$ cat config.mk
export PLATFORM = sky130hd
export DESIGN_NAME = accel_sample_fifo
export DESIGN_NICKNAME = d
export VERILOG_FILES = /design/src/rtl/accel_pkg.sv /design/src/rtl/sample_ram.sv /design/src/rtl/accel_sample_fifo.sv
export SDC_FILE = /design/constraint.sdc
export NUM_CORES = 1
export LEC_CHECK = 0
export ABC_AREA = 1
export CORE_AREA = 2 2 263 265
export DETAILED_ROUTE_END_ITERATION = 16
export DIE_AREA = 0 0 265 267
export PLACE_DENSITY_LB_ADDON = 0.12
export SETUP_SLACK_MARGIN = 0.5
export SLEW_MARGIN = 25
export SYNTH_ARGS = -nofsm -noshare
export SYNTH_HDL_FRONTEND = slang
export SYNTH_SLANG_ARGS = --single-unit
$ cat constraint.sdc
create_clock -name sys_clk -period 7.9 [get_ports sys_clk]
set_input_delay 1.185 -clock sys_clk [delete_from_list [all_inputs] [get_ports sys_clk]]
set_output_delay 1.185 -clock sys_clk [all_outputs]
set_load 0.03 [all_outputs]
$ cat src/rtl/accel_pkg.sv
// Shared types for filtered accelerometer samples, used by the signal path
// outputs and the sample FIFO.
package accel_pkg;

    localparam int AXIS_W   = 16;
    localparam int SAMPLE_W = 3 * AXIS_W;

    typedef struct packed {
        logic [AXIS_W-1:0] x;
        logic [AXIS_W-1:0] y;
        logic [AXIS_W-1:0] z;
    } accel_sample_t;

endpackage

$ cat src/rtl/sample_ram.sv
// Simple dual-port sample storage: one synchronous write port and a registered
// read port, shaped so synthesis can map it onto block RAM.
module sample_ram
    import accel_pkg::*;
#(
    parameter int DEPTH = 16,
    parameter int AW    = $clog2(DEPTH)
) (
    input  logic          sys_clk,
    input  logic          reset_n,
    input  logic          we,
    input  logic [AW-1:0] waddr,
    input  accel_sample_t wdata,
    input  logic          re,
    input  logic [AW-1:0] raddr,
    output accel_sample_t rdata
);

    accel_sample_t mem [DEPTH];

    always_ff @(posedge sys_clk) begin
        if (we) begin
            mem[waddr] <= wdata;
        end
    end

    // Read-first: a same-address write in the same cycle returns the old entry,
    // which is what a pop from a full buffer needs.
    always_ff @(posedge sys_clk or negedge reset_n) begin
        if (!reset_n) begin
            rdata <= '0;
        end else if (re) begin
            rdata <= mem[raddr];
        end
    end

endmodule

$ cat src/rtl/accel_sample_fifo.sv
// Circular buffer of filtered x/y/z samples between the filter signal path and
// the bus reader, with occupancy, watermark and overflow accounting.
module accel_sample_fifo
    import accel_pkg::*;
#(
    parameter int DEPTH     = 16,
    parameter int WATERMARK = 8
) (
    input  logic                     sys_clk,
    input  logic                     reset_n,
    input  logic                     sample_valid,
    input  logic [AXIS_W-1:0]        x_in,
    input  logic [AXIS_W-1:0]        y_in,
    input  logic [AXIS_W-1:0]        z_in,
    input  logic                     rd_en,
    input  logic                     clear,
    output logic                     rd_valid,
    output logic [AXIS_W-1:0]        rd_x,
    output logic [AXIS_W-1:0]        rd_y,
    output logic [AXIS_W-1:0]        rd_z,
    output logic [$clog2(DEPTH):0]   count,
    output logic                     empty,
    output logic                     full,
    output logic                     watermark_irq,
    output logic                     overflow,
    output logic [7:0]               overflow_count
);

    localparam int AW = $clog2(DEPTH);
    localparam int CW = AW + 1;
    localparam logic [CW-1:0] DEPTH_C = CW'(DEPTH);
    localparam logic [CW-1:0] WM_C    = CW'(WATERMARK);

    logic [AW-1:0] wr_ptr;
    logic [AW-1:0] rd_ptr;
    logic          pop_ok;
    logic          push_ok;
    logic          drop;
    logic          wr_fire;
    logic          rd_fire;
    accel_sample_t wdata;
    accel_sample_t rdata;

    assign empty         = (count == '0);
    assign full          = (count == DEPTH_C);
    assign watermark_irq = (count >= WM_C);

    // A pop on a full buffer frees the slot the incoming sample then takes.
    assign pop_ok  = rd_en && !empty;
    assign push_ok = sample_valid && (!full || pop_ok);
    assign drop    = sample_valid && full && !pop_ok;
    assign wr_fire = push_ok && !clear;
    assign rd_fire = pop_ok && !clear;

    assign wdata = {x_in, y_in, z_in};
    assign rd_x  = rdata.x;
    assign rd_y  = rdata.y;
    assign rd_z  = rdata.z;

    sample_ram #(
        .DEPTH (DEPTH),
        .AW    (AW)
    ) u_ram (
        .sys_clk (sys_clk),
        .reset_n (reset_n),
        .we      (wr_fire),
        .waddr   (wr_ptr),
        .wdata   (wdata),
        .re      (rd_fire),
        .raddr   (rd_ptr),
        .rdata   (rdata)
    );

    always_ff @(posedge sys_clk or negedge reset_n) begin
        if (!reset_n) begin
            wr_ptr         <= '0;
            rd_ptr         <= '0;
            count          <= '0;
            rd_valid       <= 1'b0;
            overflow       <= 1'b0;
            overflow_count <= '0;
        end else if (clear) begin
            wr_ptr         <= '0;
            rd_ptr         <= '0;
            count          <= '0;
            rd_valid       <= 1'b0;
            overflow       <= 1'b0;
            overflow_count <= '0;
        end else begin
            rd_valid <= pop_ok;
            if (push_ok) begin
                wr_ptr <= wr_ptr + 1'b1;
            end
            if (pop_ok) begin
                rd_ptr <= rd_ptr + 1'b1;
            end
            if (push_ok && !pop_ok) begin
                count <= count + 1'b1;
            end else if (pop_ok && !push_ok) begin
                count <= count - 1'b1;
            end
            if (drop) begin
                overflow <= 1'b1;
                if (overflow_count != 8'hFF) begin
                    overflow_count <= overflow_count + 1'b1;
                end
            end
        end
    end

endmodule

==> out/metrics.yaml, run 1 <==
die_h_um: 267
cts_made_buffers: 86
place_area_sq_um: 35500
viasPerCell: 5.50
synth.most_common_cell: "nand2_1"
post_drt_wl_per_cell_um: 20.9
grt_pass1_wl_um: 125000
coreArea_sq_um: 68000
grt_use_total_pct: 23.2
antenna_found_initial: 1
cts_setup_buffers: 0
synth_area_leaders: "edfxtp_1 (69%), nand2_1 (14%), nand3_1 (6.8%)"
tns_ns: 0
hp-class: "reg -> reg"
dieArea_sq_um: 70800
layout_min_cycle_time_ns: 4.12
htreeDepth: 3
crit_fanout: 29
start_util_pct: 49.3
synth_largest_area_cell: "edfxtp_1"
cp.arrival_ns: 4.38
ctsHoldBuffers: 0
start_kind: "primary input"
required_ns: 8.17
clkSinkCount: 839
leakage_nw: 14.4
syn_area_per_cell_sq_um: 11.7
port_buffers: 118
vdd_drop_max_v: 0.000249
io_pins: 119
tightest_slew_ns: 1.10
worstSetupEndpointType: "flip-flop"
synthArstFlopShare_pct: 8.46
first_global_vias: 20790
setup_slack_ns: 3.78
synth_area_sq_um: 33500
layout.nets: 3017
synthFlopType: "edfxtp_1"
drt_first_pass_iters: 6
cts-root-buf: "clkbuf_16"
fin_util_pct: 56.6
drtIter0Drc: 1923
synth_seq_area_share_pct: 74.0
dp_slack_ns: 3.11
drcViolationCount: 0
grt_remaining_overflow: 0
grt_max_degree: 215
critPathKind: "in -> reg"
powerDensity_nw_per_um2: 312
drv_slew: 0
hold_viol_final: 0
synth_warnings: 0
rows: 96
ctsResizeCount: 0
place_congestion: 0.780
max_freq_mhz: 243
outcome: "completed"
maxCapViolations: 0
routed_wl_um: 81800
drtAntennaViolNets: 0
synth_edf_count: 768
finClkSkew_ns: 0.0186
dp_hpwl_um: 40600
cts_tree: "built"
relSlewSlack_pct: 26.8
clockBufferDepth: 3
finalSetupViolations: 0
clk_latency_ns: 0.63
die_x_um: 265
drive_above_1_share_pct: 7.20
ys_types: 26
rsz0062_at_grt: "no"
num_vias: 21496
fin_area_sq_um: 38400
synthCells: 2866
clkTransAtPathRegs_ns: 0.06
synth_top_area_share_pct: 68.8
yosys_register_bits: 839
synthTopCellsByCount: "nand2_1 (1208), edfxtp_1 (768), nand3_1 (458), buf_2 (101), a21oi_1 (98)"
synth_nets: 2930
areaGrowthSynthToFinish_pct: 14.6
timing.final.crit_share_pct: 52.1
## stage by stage
| step | instances | total power, mW | hold WS [ns] |
|---|---|---|---|
| floorplan | 2866 | 7.04 | 0.551 |
| global placement | 3746 | 7.88 | 0.467 |
| detailed placement | 3746 | 7.92 | 0.473 |
| CTS | 3907 | 12.1 | 0.488 |
| global route | 3908 | 12.5 | 0.511 |
| finish | 3909 | 12.0 | 0.482 |
## per-layer routing
layer	global-route usage (%)	vias to the layer above	part of all wire (%)	wire length, um
li1	-	10078	-	-
met5	0	-	0.016	13
met2	39.9	700	50	40600
met3	3.08	116	5.7	4650
met4	5.79	2	2.0	1600
met1	31.6	10600	43	34900
## sequential cells by signal, indices dropped and copies added (netlist names)
register        cells
u_ram.mem         768
u_ram.rdata        48
overflow_count      8
count               5
rd_ptr              4
wr_ptr              4
overflow            1
rd_valid            1
## kinds of logic (layout without fill, tap and decap cells)
logic type	after synthesis	count (layout)	share of synthesized area, %
other cells	0	1	0
simple gates	1717	1717	21.1
buf+inv	187	347	2.61
xor+xnor	7	7	0.183
compound gates	105	105	1.59
fa+ha+maj	11	11	0.433
flops	839	839	74.0
## cell usage in the layout, fill, tap and decap left out, types with 4 or more instances in the layout
| master | n |
|---|---|
| clkbuf_16 | 90 |
| clkinv_4 | 5 |
| ha_1 | 10 |
| edfxtp_1 | 768 |
| clkbuf_1 | 17 |
| clkbuf_8 | 8 |
| nor2_1 | 20 |
| clkinv_2 | 21 |
| xnor2_1 | 4 |
| clkinv_1 | 4 |
| nor3_2 | 12 |
| inv_1 | 21 |
| dfrtp_1 | 68 |
| nand3_1 | 458 |
| buf_4 | 38 |
| nand2_1 | 1208 |
| bufinv_16 | 9 |
| nor2_4 | 7 |
| a21oi_1 | 98 |
| o21ai_0 | 5 |
| clkdlybuf4s50_1 | 117 |
## power breakdown
| group | leakage, nW | internal, mW | switching [mW] |
|---|---|---|---|
| Clock | 1.44 | 2.46 | 1.68 |
| Combinational | 5.16 | 0.825 | 1.81 |
| Sequential | 7.83 | 5.02 | 0.172 |
## cell type report
type                    instances  area [sq um]
fillers                      5484         29500
flip-flops and latches        839         24800
multi-input cells            1840          7920
clock buffers                 115          2430
repair buffers                158          1520
well taps                     882          1100
clock inverters                46           499
inverters                      28           125
diodes                          1          2.50
## final timing paths
path                                                    end                         from  slack [ns]  depth (start not counted)
max in group asynchronous       u_ram.rdata[17]$_DFFE_PN0P_                      reset_n        6.14                          2
worst max-delay path             u_ram.mem[0][12]$_DFFE_PP_                        clear        3.78                          5
worst min register to register  u_ram.rdata[20]$_DFFE_PN0P_  u_ram.rdata[20]$_DFFE_PN0P_        0.48                          2
min in group asynchronous              count[0]$_DFFE_PN0P_                      reset_n        0.58                          1
worst max register to register  u_ram.rdata[28]$_DFFE_PN0P_        rd_ptr[0]$_DFFE_PN0P_        4.57                          9
worst min-delay path            u_ram.rdata[20]$_DFFE_PN0P_  u_ram.rdata[20]$_DFFE_PN0P_        0.48                          2
## critical path, cell delays in order
cell and delay, ns:
clkdlybuf4s50_1 0.74, inv_1 0.70, nand3_1 0.49, nor2_4 0.69
buf_4 0.53
No activity file was read; power rests on OpenSTA's default activity.
==> run 2: changes to the inputs <==
==> constraint.sdc (replaced) <==
create_clock -name sys_clk -period 4 [get_ports sys_clk]
set_input_delay 0.6 -clock sys_clk [delete_from_list [all_inputs] [get_ports sys_clk]]
set_output_delay 0.6 -clock sys_clk [all_outputs]
set_load 0.03 [all_outputs]
==> out/metrics.yaml, run 2 (synthesis gave the netlist of run 1 again) <==
layout.nets: 3028  # +0.36%
powerDensity_nw_per_um2: 611  # +96%
grt_max_degree: 202  # -6.0%
reg.largest.list: "u_ram.mem (768), u_ram.rdata (48), overflow_count (8)"
start_kind: "flip-flop"
cts_tree: "built"
p_int_mw: 16.5  # +99%
rows: 96  # unchanged
regMostFlops: "u_ram.mem"
required_ns: 3.40  # -4.77 ns
post_drt_wl_per_cell_um: 21.4  # +2.2%
outcome: "completed"
first_global_vias: 21561  # +3.7%
routed_wl_um: 83800  # +2.5%
critPathTopFamily: "buffers and inverters"
final_common_cell: "nand2_1"
hp-class: "in -> async"
max_freq_mhz: 356
cp.arrival_ns: 2.21  # -2.17 ns
grt_pass1_wl_um: 128000  # +2.2%
antennaDiodeCount: 0  # -1
largest_register_ffs: 768  # unchanged
grt_use_total_pct: 23.9  # +0.68 points
grt_remaining_overflow: 0  # unchanged
hold-worst-slack_ns: 0.120  # -0.362 ns
io_pins: 119  # unchanged
tns_ns: 0  # unchanged
slowest_stage: "clkdlybuf4s50_1"
final_cell_mix: "nand2_1 (1208), edfxtp_1 (768), nand3_1 (458), clkdlybuf4s50_1 (117), a21oi_1 (98)"
fillers: 5537  # +0.97%
dp_hpwl_um: 41700  # +2.9%
dieArea_sq_um: 70800  # unchanged
crit_fanout: 5  # -83%
drtIter0Drc: 1899  # -1.2%
drt_first_pass_iters: 7  # +1
rsz0062_at_grt: "no"
finalSetupViolations: 0  # unchanged
switching_share_pct: 30.3  # -0.33 points
cts_setup_buffers: 0  # unchanged
cpPeakStageDelay_ns: 0.66  # -0.08 ns
crit_chain: "nor2_1, nand3_1, inv_1, clkdlybuf4s50_1"
drcViolationCount: 0  # unchanged
maxCapViolations: 0  # unchanged
clkPwrFrac_pct: 34.6  # about the same
drtAntennaViolNets: 0  # unchanged
die_x_um: 265  # unchanged
num_vias: 21525  # +0.13%
multiInputGateArea_sq_um: 7990  # +0.95%
vdd_drop_max_v: 0.00115  # +360%
timing.final.crit_share_pct: 70.3
cp_num_buf_inv: 2  # -1
ctsHoldBuffers: 0  # unchanged
ctsResizeCount: 0  # unchanged
coreArea_sq_um: 68000  # unchanged
cts_made_buffers: 86  # unchanged
clockBufferDepth: 3  # unchanged
cts-root-buf: "clkbuf_16"
antenna_found_initial: 1  # unchanged
tightest_slew_ns: 1.08  # -0.0149 ns
drive_above_1_share_pct: 7.31  # +0.11 points
place_congestion: 0.771  # -1.1%
layout_min_cycle_time_ns: 2.81
leakage_nw: 14.6  # +1.3%
relSlewSlack_pct: 27.8  # +1.0 points
comb_power_share_pct: 22.5  # +0.5 points
start_util_pct: 49.3  # unchanged
seq_area_sq_um: 24800  # unchanged
rrSetupSlack_ns: 1.37  # -3.20 ns
drv_slew: 0  # unchanged
hold_viol_final: 0  # unchanged
seqPwrFrac_pct: 42.8  # -0.6 points
port_buffers: 118  # unchanged
die_h_um: 267  # unchanged
clkSinkCount: 839  # unchanged
finClkSkew_ns: 0.0175  # -0.00105 ns
critPathKind: "reg -> out"
p_switching_mw: 7.17  # +96%
dp_slack_ns: 0.916  # -2.20 ns
areaGrowthSynthToFinish_pct: 15.7
setup_slack_ns: 1.19  # -2.60 ns
clkTransAtPathRegs_ns: 0.05  # about the same
clk_latency_ns: 0.64  # about the same
viasPerCell: 5.49  # -0.12%
htreeDepth: 3  # unchanged
worstSetupEndpointType: "output pin"
-- run 2: cell count changes in the layout (fill, tap and decap cells not counted), sizes merged --
cell,delta
bufinv,-1
clkinv,-9
inv,-1
diode,-1
clkbuf,+12
buf,+11
clkinvlp,-1
-- run 2: area by class of cell --
type / count / share of cell area, %
Clock inverter: 34 / 1.03
Inverter: 28 / 0.313
Multi-Input combinational cell: 1840 / 20.6
Clock buffer: 127 / 6.55
Sequential cell: 839 / 64.0
Timing Repair Buffer: 169 / 4.64
Tap cell: 882 / 2.84
-- run 2: routing by layer --
metal  track usage, %  share of wire, %  up-vias
met5                0             0.016        -
met1             32.6                43    10636
met4             6.49               1.9        2
li1                 -                 -    10108
met2             40.9                49      666
met3             2.82               5.6      113
-- run 2: power groups by stage --
stage                     combinational [mW]  sequential, mW  clock, mW
after CTS                               5.39            10.2       8.36
after global routing                    5.95            10.2       8.68
after global placement                  5.29            10.3          0
final                                   5.34            10.2       8.21
after detailed placement                5.37            10.3          0
after floorplan                         3.16            10.8          0
-- run 2: worst register-to-register path, stage by stage, from the launching register on --
cell and delay, ns:
dfrtp_1 0.47, nor2_2 0.10, nand3_1 0.15, nor2_1 0.09, nor2_4 0.19, nand2_1 0.46
nor3_4 0.29, buf_4 0.49
-- run 2: through the flow --
| step | total power [mW] | utilization, % | instances | instance area, sq um |
|---|---|---|---|---|
| 2_1_floorplan | 13.9 | - | 2866 | 33600 |
| 3_3_place_gp | 15.6 | 52.8 | 3758 | 35900 |
| 3_5_place_dp | 15.7 | 52.8 | 3758 | 35900 |
| 4_1_cts | 23.9 | 57.1 | 3919 | 38800 |
| 5_1_grt | 24.8 | 57.1 | 3919 | 38800 |
| 6_report | 23.7 | 57.1 | 3919 | 38800 |
-- run 2: path summary, 6_finish.rpt --
check,from,to,depth (start not counted)
max in group asynchronous,reset_n,u_ram.rdata[26]$_DFFE_PN0P_,2
min in group sys_clk,u_ram.rdata[5]$_DFFE_PN0P_,u_ram.rdata[5]$_DFFE_PN0P_,2
setup reg to reg,count[0]$_DFFE_PN0P_,u_ram.mem[1][26]$_DFFE_PP_,7
setup / recovery,count[1]$_DFFE_PN0P_,full,4
hold / removal,reset_n,count[1]$_DFFE_PN0P_,1
hold reg to reg,u_ram.rdata[5]$_DFFE_PN0P_,u_ram.rdata[5]$_DFFE_PN0P_,2
